**src/rtl/cpu_pkg.sv**
```systemverilog
// Shared CPU-wide constants and small types used by the pipeline stages.
// Architectural widths are defined once here so every stage agrees on them.
package cpu_pkg;

  localparam int XLEN       = 64;
  localparam int REG_ADDR_W = 5;
  localparam int ZERO_REG   = 31;

  // Source of the register-file write data in the WB stage.
  typedef enum logic {
    WB_SEL_RESULT = 1'b0,
    WB_SEL_LOAD   = 1'b1
  } wb_sel_e;

endpackage : cpu_pkg

```
**src/rtl/wb_data_mux.sv**
```systemverilog
// 2:1 write-back data select: memory load word or ALU result.
// Pure combinational; widths are passed through unchanged.
module wb_data_mux
  import cpu_pkg::*;
#(
  parameter int DATA_W = XLEN
) (
  input  logic              sel,
  input  logic [DATA_W-1:0] loaded,
  input  logic [DATA_W-1:0] result,
  output logic [DATA_W-1:0] data
);

  wb_sel_e sel_e;

  assign sel_e = wb_sel_e'(sel);

  // NOTE: default assigned before the case so no path leaves data unassigned (no latch).
  always_comb begin
    data = result;
    case (sel_e)
      WB_SEL_LOAD:   data = loaded;
      WB_SEL_RESULT: data = result;
      default:       data = result;
    endcase
  end

endmodule : wb_data_mux

```
**src/rtl/write_back.sv**
```systemverilog
// WB stage: registers the MEM-stage results, selects the write data and
// qualifies the register-file write enable (writes to XZR are dropped).
module write_back #(
  parameter int DATA_W   = cpu_pkg::XLEN,
  parameter int REG_W    = cpu_pkg::REG_ADDR_W,
  parameter int ZERO_REG = cpu_pkg::ZERO_REG
) (
  input  logic              clk,
  input  logic              rst_n,
  input  logic [REG_W-1:0]  Instruction,
  input  logic [DATA_W-1:0] loadedData,
  input  logic [DATA_W-1:0] Results,
  input  logic              MemToReg,
  input  logic              RegWrite,
  output logic [DATA_W-1:0] Data2Write,
  output logic [REG_W-1:0]  Reg2Write,
  output logic              oldRegWrite
);

  logic [REG_W-1:0]  wb_rd;
  logic [DATA_W-1:0] wb_loaded;
  logic [DATA_W-1:0] wb_result;
  logic              wb_mem_to_reg;
  logic              wb_reg_write;

  // NOTE: state registers use non-blocking assignments so all captures see pre-edge values.
  always_ff @(posedge clk or negedge rst_n) begin
    if (!rst_n) begin
      wb_rd         <= '0;
      wb_loaded     <= '0;
      wb_result     <= '0;
      wb_mem_to_reg <= 1'b0;
      wb_reg_write  <= 1'b0;
    end else begin
      wb_rd         <= Instruction;
      wb_loaded     <= loadedData;
      wb_result     <= Results;
      wb_mem_to_reg <= MemToReg;
      wb_reg_write  <= RegWrite;
    end
  end

  wb_data_mux #(
    .DATA_W (DATA_W)
  ) u_data_mux (
    .sel    (wb_mem_to_reg),
    .loaded (wb_loaded),
    .result (wb_result),
    .data   (Data2Write)
  );

  assign Reg2Write = wb_rd;

  // XZR is hard-wired to zero, so a write aimed at it never reaches the register file.
  assign oldRegWrite = wb_reg_write && (wb_rd != REG_W'(ZERO_REG));

endmodule : write_back

```
**config.mk**
```make
export PLATFORM = sky130hd
export DESIGN_NAME = write_back
export DESIGN_NICKNAME = d
export VERILOG_FILES = /design/src/rtl/cpu_pkg.sv /design/src/rtl/wb_data_mux.sv /design/src/rtl/write_back.sv
export SDC_FILE = /design/constraint.sdc
export NUM_CORES = 1
export LEC_CHECK = 0
export CAP_MARGIN = 20
export CORE_MARGIN = 2
export CORE_UTILIZATION = 38
export CTS_BUF_LIST = sky130_fd_sc_hd__clkbuf_4 sky130_fd_sc_hd__clkbuf_8
export DETAILED_ROUTE_END_ITERATION = 6
export GPL_ROUTABILITY_DRIVEN = 1
export PLACE_DENSITY = 0.79
export SYNTH_ARGS = -nofsm -noshare
export SYNTH_HDL_FRONTEND = slang
export SYNTH_SLANG_ARGS = --single-unit
```
**constraint.sdc**
```tcl
create_clock -name clk -period 1.5 [get_ports clk]
set_clock_uncertainty 0.15 [all_clocks]
set_input_delay 0.375 -clock clk [delete_from_list [all_inputs] [get_ports clk]]
set_output_delay 0.375 -clock clk [all_outputs]
set_load 0.005 [all_outputs]
```
### After elaboration in Yosys (flattened, before gate mapping)

Index checks and enable logic that the tools add are counted.

* add/subtract/negate cells: 0
* multiply operators: 0
* div/mod/pow operators: 0
* magnitude comparators: 0
* equal/unequal tests: 1
* shifts and indexed selects: 0
* multiplexer cells: 1
* bitwise logic cells: 1
* reductions and logical operators: 1

Operators by type and width (count)
* case mux 64 bit (2 select lines): 1
* inequality test 5 bit (second input constant): 1
* logical AND 1 bit: 1
* NOT 1 bit: 1

* register bits after elaboration: 135
* latch bits: 0
* bits in writable memories: 0
* memory bits (read-only): 0
* bits of input ports: 137
* output and inout bits: 70
* word-level logic and storage cells: 9
* memories: 0

### Longest topological paths before layout

* depth in word-level cells: 2
* mapped depth: 3

### Hierarchy

Synthesis repeated with hierarchy kept, for this count alone.

* cell total of the unflattened synthesis: 209
* area total of the unflattened synthesis: 4471.8 um2

By module, submodules not included
* write_back: times used 1, cells each 138, area an instance 3394.5 um2
* wb_data_mux: times used 1, cells each 71, area an instance 1077.3 um2

### Worst setup path after synthesis

No wires, ideal clock.

* path kind: reg2out
* start: register wb_mem_to_reg
* end: output port Data2Write[0]
* arrival time: 0.955 ns
* data required time: 0.975 ns
* path slack: 0.020 ns
* stages on the path, launching flop included: 4
* path buffers: 2
* cell sequence: dfrtp_1 buf_6 buf_12 mux2_4

* word-level cells in the longest chain between the ends: 2

Ends and longest elaborated chain
* start: declaration: line write_back.sv:23 `logic wb_mem_to_reg;`
* start signal: assignment: line write_back.sv:38 `wb_mem_to_reg <= MemToReg;`
* NOT 1 bit: line wb_data_mux.sv:21 `case (sel_e)`
* case mux 64 bit (2 select lines) *: line wb_data_mux.sv:21
* end: declaration: line write_back.sv:15 `output logic [DATA_W-1:0] Data2Write,`

Mark *: on every way between the ends. The rest lies on a longest branch, timed or not.

### Final worst setup path

* start: register wb_mem_to_reg
* end: output port Data2Write[60]

The elaborated chain is that of the path after synthesis.

==> results.toml <==
[sta]
hold_viol_final = 0
tns_ns = -39.88
fmax_mhz = 449.7
worstMarginPinSlew_ns = 0.3133
slew_viol_final = 0
rsz0062_at_grt = "true"
setup_viol = 65
postLayoutSetupSlackWorst_ns = -0.7238
post-route-min-period_ns = 2.224
finalCritPeriodShare = 1.483
slew_headroom = 0.7911

[grt]
grt_max_degree = 59
grt_pass1_vias = 3003
grt_pass1_wl_um = 15000
grt_overflow = 0
grt_use_total = 0.1595
antenna_found_initial = 0

[drt]
drc = 0
ant_nets = 0
vias_per_cell = 4.306
dr.pass1.iters = 4
post_drt_wl_per_cell_um = 16.22
drt_iter0_markers = 114
routed_wl_um = 9697
vias = 2575

[power]
p_leak_nw = 3.265
ir_drop_uv = 655.1
power_mw = 8.282
p_per_area_nw_per_um2 = 1184

[synthesis]
yosysTopAreaCell = "dfrtp_1"
ys_ff_latch = 135
syn_area_sq_um = 4472
ys_warn_count = 0
ys_top_cells_by_area = "dfrtp_1 (76%), mux2_4 (20%), buf_12 (2.7%)"
synth_top_area_frac = 0.7555
synth.avg_cell_area_sq_um = 21.40
syn_nets = 346
synthCells = 209
seq_area_frac_synth = 0.7555
yosysUniqueCellTypes = 8

[finish]
drive_above_1_share = 0.3912
diodes = 0
fillers = 870
design_area_sq_um = 6995
synthToLayoutAreaGrowth_pct = 56.44
multi_input_area_sq_um = 965.9
seqCellArea_sq_um = 3382
finalNetCount = 579

[worst_setup_path]
worst_ep_required_time_ns = 0.97
cp-end-kind = "output port"
cp.arrival_ns = 1.70
cp_max_fo = 16
cp-start-kind = "flip-flop"
setup.worst_path.class = "reg -> out"

[cts]
h-tree-depth = 4
cts_max_path_buffers = 2
clk_pin_slew_worst_paths_ns = 0.07
cts_made_buffers = 17
cts.sink_count = 135
cts_tree = "yes"
root_buffer = "clkbuf_8"

[floorplan]
initial_core_util = 0.3900
dieArea_sq_um = 12650
ioPinCount = 207
die_h_um = 112.5
core_area_sq_um = 11470
rows = 39
die_width_um = 112.5

[worst_hold_path]
hold_path_class = "in -> async"

[place]
hpwlAfterDp_um = 7036
place_congestion = 0.7628
portBuffers = 206
dpl_cell_area_sq_um = 6705

[status]
status = "finished with violations"
violations = "negative setup slack"

[run]
cap_viol_max_count = 0
[cells in the final DEF, fill, tap and decap left out, drive strengths merged]
cell type	n
mux2	64
bufinv	5
nand3	1
clkdlybuf4s15	1
clkbuf	65
nand2	1
o21a	1
clkinvlp	4
buf	36
dlygate4sd3	1
dlygate4sd2	3
clkdlybuf4s50	135
clkinv	3
dfrtp	135
[per-layer routing]
layer	part of all wire	global-route usage
met5	0	0
met3	0.076	0.06425
met4	0.031	0.08211
met2	0.54	0.2779
met1	0.35	0.1659
[cell type report]
cell class / instances / share of cell area
Timing Repair Buffer: 221 / 0.2860
Multi-Input combinational cell: 67 / 0.1381
Tap cell: 143 / 0.02558
Clock buffer: 20 / 0.03845
Clock inverter: 12 / 0.02844
Sequential cell: 135 / 0.4835
[synthesized netlist by cell type (all sizes together)]
| cell type | n |
|---|---|
| buf | 7 |
| dfrtp | 135 |
| mux2 | 64 |
| nand2 | 1 |
| nand3 | 1 |
| o21a | 1 |
[worst max-delay path: stages (launching register included)]
cell           delay (ns)
dfrtp_4              0.47
buf_12               0.17
mux2_2               0.35
dlygate4sd2_1        0.26
[per-stage QoR]
step,worst slack (ns),cells,utilization,hold WS [ns]
floorplan,0.01986,209,-,-0.07059
global placement,-0.4983,559,0.5847,0.09373
detailed placement,-0.5044,559,0.5847,0.09225
CTS,-0.8041,594,0.6270,0.1499
global route,-0.7912,598,0.6100,0.1846
finish,-0.7238,598,0.6100,0.1806
[worst max-delay path by stage]
stage	from	endpoint	slack, ns	cells past startpoint
final	wb_mem_to_reg$_DFF_PN0_	Data2Write[60]	-0.72	3
after floorplan	wb_mem_to_reg$_DFF_PN0_	Data2Write[0]	0.02	3
after detailed placement	wb_mem_to_reg$_DFF_PN0_	Data2Write[40]	-0.50	3
after global routing	wb_mem_to_reg$_DFF_PN0_	Data2Write[63]	-0.79	3
after global placement	wb_mem_to_reg$_DFF_PN0_	Data2Write[61]	-0.50	3
after CTS	wb_mem_to_reg$_DFF_PN0_	Data2Write[40]	-0.80	3
[power breakdown]
part           leakage (nW)  internal (mW)  switching (mW)
Sequential             1.57           3.82          0.0578
Clock                 0.224           2.08            1.35
Combinational          1.47          0.675           0.293
Total                  3.26           6.58            1.70
[repair_timing]
action | CTS | global route
pin swaps | 1 | 1
setup endpoints to repair | 70 | 70
setup buffers | 2 | 4
gates resized for setup | 195 | 46
hold buffers | 1 | 0
hold endpoints to repair | 135 | 0
[logic make-up (layout without fill, tap and decap cells)]
group | Yosys count | after routing | share of synthesized area
flops | 135 | 135 | 0.7555
mux | 64 | 64 | 0.2115
buf+inv | 7 | 253 | 0.02938
simple gates | 2 | 2 | 0.001957
compound gates | 1 | 1 | 0.001679
(Power assumes the default switching activity.)
